File: src/rtl/seq_1011_pkg.sv
// Shared definitions for the "1011" frame line: state encoding, preamble and
// the history pattern that forces a stuff bit.
package seq_1011_pkg;

  typedef enum logic [1:0] {
    ST_IDLE = 2'd0,
    ST_PRE  = 2'd1,
    ST_DATA = 2'd2,
    ST_DONE = 2'd3
  } tx_state_t;

  localparam logic [3:0] PREAMBLE      = 4'b1011;
  // If the last three line bits are 1,0,1 a following 1 would recreate the
  // preamble, so a 0 is inserted instead.
  localparam logic [2:0] STUFF_TRIGGER = 3'b101;

  // Shift a newly sent line bit into the history (bit 0 is the newest).
  function automatic logic [2:0] hist_push(input logic [2:0] hist, input logic line_bit);
    return {hist[1:0], line_bit};
  endfunction

endpackage

File: src/rtl/seq_bit_timer.sv
// Bit-period prescaler: while enabled, counts 0..DIV-1 and pulses bit_tick on
// the last count so each line bit is held DIV cycles.
module seq_bit_timer #(
  parameter int DIV = 1
) (
  input  logic clk,
  input  logic reset_n,
  input  logic en,
  output logic bit_tick
);

  localparam int              CW   = (DIV > 1) ? $clog2(DIV) : 1;
  localparam logic [CW-1:0]   LAST = CW'(DIV - 1);

  logic [CW-1:0] cnt_reg;

  // Period counter; held at zero while disabled so each frame starts aligned.
  always_ff @(posedge clk or negedge reset_n) begin
    if (!reset_n) begin
      cnt_reg <= '0;
    end else if (!en || (cnt_reg == LAST)) begin
      cnt_reg <= '0;
    end else begin
      cnt_reg <= cnt_reg + 1'b1;
    end
  end

  assign bit_tick = en && (cnt_reg == LAST);

endmodule

File: src/rtl/seq_tx_1011.sv
// Serial "1011" frame transmitter: preamble 1011 then a W-bit payload MSB
// first, with 0-stuffing so the preamble never reappears inside the frame.
module seq_tx_1011
  import seq_1011_pkg::*;
#(
  parameter int W   = 8,
  parameter int DIV = 1
) (
  input  logic         clk,
  input  logic         reset_n,
  input  logic         start,
  input  logic [W-1:0] data_in,
  output logic         tx,
  output logic         busy,
  output logic         done
);

  localparam int RW = $clog2(W + 1);

  tx_state_t     state_reg;
  logic [W-1:0]  shift_reg;
  logic [RW-1:0] rem_reg;
  logic [1:0]    pre_idx_reg;
  logic [2:0]    pre_sr_reg;
  logic [2:0]    hist_reg;
  logic          tx_reg;
  logic          busy_reg;
  logic          done_reg;

  logic          timer_en;
  logic          bit_tick;
  logic          stuff_now;
  logic          data_bit;

  assign timer_en  = (state_reg == ST_PRE) || (state_reg == ST_DATA);
  // Stuff decision looks at the three bits already on the line.
  assign stuff_now = (hist_reg == STUFF_TRIGGER);
  assign data_bit  = stuff_now ? 1'b0 : shift_reg[W-1];

  seq_bit_timer #(
    .DIV (DIV)
  ) u_bit_timer (
    .clk      (clk),
    .reset_n  (reset_n),
    .en       (timer_en),
    .bit_tick (bit_tick)
  );

  // Frame FSM: every register update changes the line bit, the history and
  // the payload bookkeeping together on a bit-period boundary.
  always_ff @(posedge clk or negedge reset_n) begin
    if (!reset_n) begin
      state_reg   <= ST_IDLE;
      shift_reg   <= '0;
      rem_reg     <= '0;
      pre_idx_reg <= '0;
      pre_sr_reg  <= '0;
      hist_reg    <= '0;
      tx_reg      <= 1'b0;
      busy_reg    <= 1'b0;
      done_reg    <= 1'b0;
    end else begin
      case (state_reg)
        ST_IDLE: begin
          tx_reg   <= 1'b0;
          busy_reg <= 1'b0;
          done_reg <= 1'b0;
          if (start) begin
            shift_reg   <= data_in;
            rem_reg     <= RW'(W);
            pre_idx_reg <= '0;
            pre_sr_reg  <= PREAMBLE[2:0];
            hist_reg    <= hist_push(3'b000, PREAMBLE[3]);
            tx_reg      <= PREAMBLE[3];
            busy_reg    <= 1'b1;
            state_reg   <= ST_PRE;
          end
        end

        ST_PRE: begin
          if (bit_tick) begin
            if (pre_idx_reg == 2'd3) begin
              // First payload bit; history is 011 here so it is never stuffed.
              tx_reg    <= data_bit;
              hist_reg  <= hist_push(hist_reg, data_bit);
              if (!stuff_now) begin
                shift_reg <= shift_reg << 1;
                rem_reg   <= rem_reg - 1'b1;
              end
              state_reg <= ST_DATA;
            end else begin
              tx_reg      <= pre_sr_reg[2];
              hist_reg    <= hist_push(hist_reg, pre_sr_reg[2]);
              pre_sr_reg  <= pre_sr_reg << 1;
              pre_idx_reg <= pre_idx_reg + 2'd1;
            end
          end
        end

        ST_DATA: begin
          if (bit_tick) begin
            if (rem_reg == '0) begin
              // Last payload bit finished: no trailing stuff bit.
              tx_reg    <= 1'b0;
              busy_reg  <= 1'b0;
              done_reg  <= 1'b1;
              state_reg <= ST_DONE;
            end else begin
              tx_reg   <= data_bit;
              hist_reg <= hist_push(hist_reg, data_bit);
              if (!stuff_now) begin
                shift_reg <= shift_reg << 1;
                rem_reg   <= rem_reg - 1'b1;
              end
            end
          end
        end

        ST_DONE: begin
          tx_reg    <= 1'b0;
          busy_reg  <= 1'b0;
          done_reg  <= 1'b0;
          hist_reg  <= '0;
          state_reg <= ST_IDLE;
        end

        default: begin
          state_reg <= ST_IDLE;
        end
      endcase
    end
  end

  assign tx   = tx_reg;
  assign busy = busy_reg;
  assign done = done_reg;

endmodule

File: config.mk
export PLATFORM = sky130hd
export DESIGN_NAME = seq_tx_1011
export DESIGN_NICKNAME = d
export VERILOG_FILES = /design/src/rtl/seq_1011_pkg.sv /design/src/rtl/seq_bit_timer.sv /design/src/rtl/seq_tx_1011.sv
export SDC_FILE = /design/constraint.sdc
export NUM_CORES = 1
export LEC_CHECK = 0
export ABC_AREA = 1
export CORE_UTILIZATION = 56
export CTS_CLUSTER_DIAMETER = 100
export CTS_CLUSTER_SIZE = 14
export DETAILED_ROUTE_END_ITERATION = 7
export MAX_ROUTING_LAYER = met4
export PLACE_DENSITY_LB_ADDON = 0.15
export SKIP_CTS_REPAIR_TIMING = 1
export SYNTH_ARGS = -nofsm -noshare
export SYNTH_HDL_FRONTEND = slang
export SYNTH_SLANG_ARGS = --single-unit
File: constraint.sdc
create_clock -name clk -period 2.3 [get_ports clk]
set_clock_uncertainty 0.2 [all_clocks]
set_input_delay 0.46 -clock clk [delete_from_list [all_inputs] [get_ports clk]]
set_output_delay 0.46 -clock clk [all_outputs]
set_load 0.1 [all_outputs]
==> results.md, run 1 <==
- DRC violation count after routing: 0
- Total number of clock tree sinks: 26
- TritonCTS clock tree: built
- Switching power total: 1.37 mW
- Detailed placer's ending HPWL: 2100 um
- Worst path arrival time: 2.05 ns
- Total wire length after detailed routing: 2850 um
- Flip-flop count of the largest register, all copies and words added: 8
- Post-route antenna net violation count: 0
- Share of power burned in the clock network: 0.073
- Antenna diode instance count: 0
- Number of cells in the design after placement: 242
- Vias per Instance: 5.23
- Average wire length per cell after detail routing: 11.6 um
- Number of antenna violations at the first check in global routing: 0
- Number of nets at the end of the flow: 236
- Post-synthesis instance total: 202
- Run status: complete, no violations
- Setup crit start kind: flip-flop
- Bufs on Longest Clock Path: 2
- Maximum number of pins on one net before global-route repair: 27
- Largest fanout on the critical path: 16
- Share of synthesized area occupied by flip-flops and latches: 0.428
- Clock root buffer master: clkbuf_4
- Overall global routing resource usage: 0.229
- Critical Path RT: 2.32 ns
- Type of the setup path with the least slack: reg2reg
- Synthesized area divided by synthesized cell count: 7.53 um^2
- Max-capacitance violation count: 0
- Number of synthesized flops with an enable pin: 0
- Clock period minus final worst setup slack: 2.04 ns
- Yosys top cell area share: 0.428
- Top post-synthesis cells by area: dfrtp_1, nand2_1, nand3_1, ha_1, inv_1
- Most used DFF post-synth: dfrtp_1
- Core utilization of the finished layout: 0.666
- Post-synthesis async set-or-reset flop share: 1.00
- Path class of the lowest-slack min-delay path: in2async
- Remaining Overflow, GRT: 0
- Core Rows: 18
- Part of the total power dissipated in combinational logic: 0.635
- Sw Share: 0.520
- # setup viols final: 0
- Post-synth cell types: 24
- Horizontal die dimension: 54.1 um
- Area growth, synth to finish: 10.5%
- Total power divided by cell area: 1570 nW/um^2
- Pwr Total: 2.63 mW
- Fraction of final layout cells sized beyond drive strength 1: 0.0837
- Detailed-route via count: 1,282
- Achievable Freq: 491 MHz
- H-tree level count: 1
- Die Height: 54.1 um
- Core box area: 2520 um^2
- Most area-hungry cell type in the Yosys netlist: dfrtp_1
- Final Hold Vio Count: 0
- Register share of total power: 0.292
- Routability-driven placement congestion ratio: 0.858
- Number of standard cells in the layout, taps in and fillers out: 245
- Leading cell types by count after synthesis: nand2_1, dfrtp_1, nand3_1, inv_1, o21ai_0
- Source-to-sink clock delay at the later pin of the worst-skew pair: 0.32 ns
- Net Count, Synth: 221
- Initial drt markers: 30
- IO Pins: 14
- Initial standard-cell utilization of the core: 0.603
- Sort of element at the end of the critical path: flip-flop
- Global-route wire length before repair: 4700 um
- Port Buffer Count: 13
- Design internal power: 1.26 mW
- Leakage power: 0.947 nW
- Clock-pin transition on the worst setup and hold timing paths: 0.14 ns
- Max-slew violation total from the final report: 0
- Worst reg-to-reg path cell count: 9
- Number of buffers created by CTS: 3
- Post-synthesis register bit count: 26
- Fin Setup TNS: 0 ns
- Worst-case vdd ir drop: 1.02 mV
- Total Die Area: 2930 um^2
- Cell area after synthesis: 1520 um^2
- Final Cycle Share: 0.885
- Most repeated cell in the gate-level netlist after synthesis: nand2_1
- Detailed-router iteration count before antenna repair: 5
- RSZ-0062 raised after global routing: false
- Yosys Warn Count: 0
- Via count of the first global-routing pass: 1,152
==> critical path: stages (launching register included) <==
cell     delay [ns]
dfrtp_1        0.45
inv_1          0.08
ha_1           0.32
nand2_1        0.11
nand2_1        0.12
nand2_4        0.10
nor2_8         0.24
nand2_4        0.15
nand2_1        0.10
nand2_1        0.06
==> cell families (layout without fill, tap and decap cells) <==
| logic type | after synthesis | in the layout | synth area share |
|---|---|---|---|
| AND/OR/NAND/NOR | 122 | 122 | 0.359 |
| buffers and inverters | 27 | 40 | 0.0823 |
| flip-flops | 26 | 26 | 0.428 |
| AO/OA/AOI/OAI | 18 | 18 | 0.0626 |
| adder cells (fa/ha/maj) | 8 | 8 | 0.0658 |
| other | 1 | 1 | 0.00247 |
==> placed cells by master (no fill, tap or decap), drive strengths merged, types with 2 or more instances in the layout <==
cell,synthesis,routed
clkdlybuf4s50,0,10
inv,21,21
o21ai,13,13
buf,4,6
ha,8,8
or2,2,2
nand2,84,84
nand4,2,2
nor2,9,9
clkbuf,2,3
nand3b,2,2
dfrtp,26,26
nand3,22,22
a21oi,3,3
==> through the flow <==
| step | area, um^2 | hold slack, ns | worst slack, ns |
|---|---|---|---|
| floorplan | 1520 | -0.0356 | 0.549 |
| global placement | 1660 | 0.256 | 0.281 |
| detailed placement | 1660 | 0.259 | 0.254 |
| CTS | 1680 | 0.285 | 0.290 |
| global route | 1680 | 0.318 | 0.134 |
| finish | 1680 | 0.271 | 0.264 |
==> power groups by stage <==
stage	Sequential (mW)	Combinational [mW]	Clock (mW)
2_1_floorplan	0.895	1.25	0
3_3_place_gp	0.772	1.62	0
3_5_place_dp	0.776	1.66	0
4_1_cts	0.766	1.67	0.199
5_1_grt	0.792	1.90	0.210
6_report	0.768	1.67	0.193
==> per-layer routing <==
metal  wire [um]  vias to the layer above  GRT usage  share of wire
li1            -                      659          -              -
met1        1430                      581      0.298           0.50
met2        1250                       37      0.358           0.44
met3         137                        5     0.0311          0.048
met4          39                        0     0.0897          0.014
met5           0                        -          -              0
==> cell type report <==
cell class                 count  area (um^2)
timing repair buffer          16          145
fill                         224          843
tap                           30         37.5
sequential                    26          651
multi-input combinational    149          744
inverter                      21         78.8
clock buffer                   3         22.5
==> worst paths after layout <==
kind                       slack [ns]                startpoint                        to
setup / recovery                 0.26  state_reg[0]$_DFFE_PN0P_  shift_reg[4]$_DFFE_PN0P_
hold / removal                   0.27                   reset_n            tx$_DFFE_PN0N_
setup reg to reg                 0.26  state_reg[0]$_DFFE_PN0P_  shift_reg[4]$_DFFE_PN0P_
hold reg to reg                  0.29  shift_reg[5]$_DFFE_PN0P_  shift_reg[5]$_DFFE_PN0P_
max in group asynchronous        1.36                   reset_n  shift_reg[0]$_DFFE_PN0P_
min in group clk                 0.29  shift_reg[5]$_DFFE_PN0P_  shift_reg[5]$_DFFE_PN0P_
Note: power is estimated with default switching activity, not from simulation.
==> inputs of run 2 (changes only) <==
- CORE_UTILIZATION: 56 -> 60
- clock period: 2.3 -> 2.5 ns (I/O delays scaled with it)
==> run 2 against run 1 <==
  * Non-clock buffer count unchanged
  * Sequential power decreased by 7.2%
  * Via count increased by 4.5%
  * Die area decreased by 6.4%
  * Largest cell class unchanged
==> results.md, run 2 (same netlist as run 1, synthesis figures left out) <==
- Run status: complete, no violations
- Antenna diode instance count: 0
- Max-slew violation total from the final report: 0
- Largest stage delay on the critical path: 0.44 ns
- Worst-case vdd ir drop: 1.03 mV
- Number of nets at the end of the flow: 236
- Worst r2r src: state_reg[0]$_DFFE_PN0P_
- Worst Hold Launch: shift_reg[4]$_DFFE_PN0P_
- Achievable Freq: 491 MHz
- RSZ-0062 raised after global routing: false
- Detailed-router iteration count before antenna repair: 5
- Vias per Instance: 5.51
- Worst path arrival time: 2.06 ns
- H-tree level count: 1
- Commonest non-fill, non-tap cells in the layout: nand2_1, dfrtp_1, nand3_1
- Type of the setup path with the least slack: reg2reg
- Worst reg-to-reg path cell count: 9
- Destination of the worst register-to-register timing path: shift_reg[2]$_DFFE_PN0P_
- Clock-pin transition on the worst setup and hold timing paths: 0.13 ns
- Leakage power: 0.947 nW
- DRC violation count after routing: 0
- Bufs on Longest Clock Path: 2
- Clock period minus final worst setup slack: 2.04 ns
- Cell mode on critical path: nand2_1
- Sort of element at the end of the critical path: flip-flop
- Worst Hold Endpoint: shift_reg[4]$_DFFE_PN0P_
- Number of buffers and inverters on the critical path: 1
- Clock root buffer master: clkbuf_4
- Via count of the first global-routing pass: 1,307
- Initial drt markers: 71
- Number of cells in the design after placement: 240
- Initial standard-cell utilization of the core: 0.662
- Fin Setup TNS: 0 ns
- Area growth, synth to finish: 10.3%
- Worst reg2reg setup slack: 0.46 ns
- Maximum number of pins on one net before global-route repair: 27
- Total wire length after detailed routing: 3200 um
- Number of standard cells in the layout, taps in and fillers out: 243
- Remaining Overflow, GRT: 0
- Port Buffer Count: 13
- Core box area: 2300 um^2
- IO Pins: 14
- Critical Path RT: 2.52 ns
- Ordered list of cells on the worst path: inv_1 > ha_1 > nand2_1 > nand2_1 > nand2_4 > nor2_8 > nand2_4 > nand2_1 > nand2_1
- Final Hold Vio Count: 0
- Overall global routing resource usage: 0.277
- Setup crit start kind: flip-flop
- Horizontal die dimension: 52.3 um
- Detailed placer's ending HPWL: 2390 um
- Post-route antenna net violation count: 0
- Total power divided by cell area: 1480 nW/um^2
- Fraction of final layout cells sized beyond drive strength 1: 0.0837
- Source-to-sink clock delay at the later pin of the worst-skew pair: 0.32 ns
- Core utilization of the finished layout: 0.730
- Number of buffers created by CTS: 3
- Crit-path leading delay family: simple AND/OR/NAND/NOR gates
- Die Height: 52.3 um
- Total number of clock tree sinks: 26
- Max-capacitance violation count: 0
- Hold-critical path depth: 2
- Most common library cell in the layout ignoring fill and taps: nand2_1
- Max stage delay cell, worst path: dfrtp_1
- Flip-flop count of the largest register, all copies and words added: 8
- TritonCTS clock tree: built
- Number of antenna violations at the first check in global routing: 0
- Total Die Area: 2740 um^2
- Core Rows: 17
- Global-route wire length before repair: 5440 um
- Final Cycle Share: 0.814
- Detailed-route via count: 1,340
- Average wire length per cell after detail routing: 13.2 um
- Largest fanout on the critical path: 16
- # setup viols final: 0
- Path class of the lowest-slack min-delay path: reg2reg
- Routability-driven placement congestion ratio: 0.890
==> run 2: cell counts in the layout (fill, tap and decap cells not counted) <==
No cell type changed its count.
==> run 2: metrics by stage <==
stage | cell area (um^2) | hold WS [ns] | worst slack (ns) | total power, mW
global route | 1680 | 0.313 | 0.339 | 2.71
detailed placement | 1650 | 0.259 | 0.396 | 2.28
finish | 1680 | 0.290 | 0.465 | 2.48
CTS | 1680 | 0.291 | 0.484 | 2.46
global placement | 1650 | 0.256 | 0.445 | 2.19
floorplan | 1520 | 0.00441 | 0.749 | 1.98
==> run 2: worst min-delay path, cell delays in order, from the launching register on <==
cell	delay [ns]
dfrtp_1	0.37
nand2_1	0.06
nand2_1	0.05
==> run 2: cell type report <==
cell class / count / area [um^2]
Multi-Input combinational cell: 149 / 744
Sequential cell: 26 / 651
Fill cell: 175 / 621
Timing Repair Buffer: 16 / 145
Inverter: 21 / 78.8
Tap cell: 28 / 35.0
Clock buffer: 3 / 22.5
==> run 2: worst max path at each step <==
stage | startpoint | endpoint | slack, ns | depth (start not counted)
after floorplan | state_reg[0]$_DFFE_PN0P_ | shift_reg[7]$_DFFE_PN0P_ | 0.75 | 10
after global placement | start | shift_reg[1]$_DFFE_PN0P_ | 0.45 | 8
after detailed placement | start | shift_reg[2]$_DFFE_PN0P_ | 0.40 | 8
after CTS | state_reg[0]$_DFFE_PN0P_ | shift_reg[2]$_DFFE_PN0P_ | 0.48 | 9
after global routing | state_reg[0]$_DFFE_PN0P_ | shift_reg[2]$_DFFE_PN0P_ | 0.34 | 9
final | state_reg[0]$_DFFE_PN0P_ | shift_reg[2]$_DFFE_PN0P_ | 0.46 | 9
==> run 2: power by group <==
| part | total [mW] | internal [mW] | switching, mW | leakage, nW |
|---|---|---|---|---|
| logic | 1.59 | 0.508 | 1.08 | 0.602 |
| clock network | 0.179 | 0.0565 | 0.122 | 0.0138 |
| registers | 0.713 | 0.599 | 0.113 | 0.331 |
==> run 2: per-layer routing <==
| metal | GRT usage | part of all wire | up-vias |
|---|---|---|---|
| met5 | - | 0 | - |
| met4 | 0.0658 | 0.013 | 0 |
| met3 | 0.0638 | 0.050 | 8 |
| met2 | 0.494 | 0.50 | 45 |
| met1 | 0.313 | 0.44 | 627 |
| li1 | - | - | 660 |
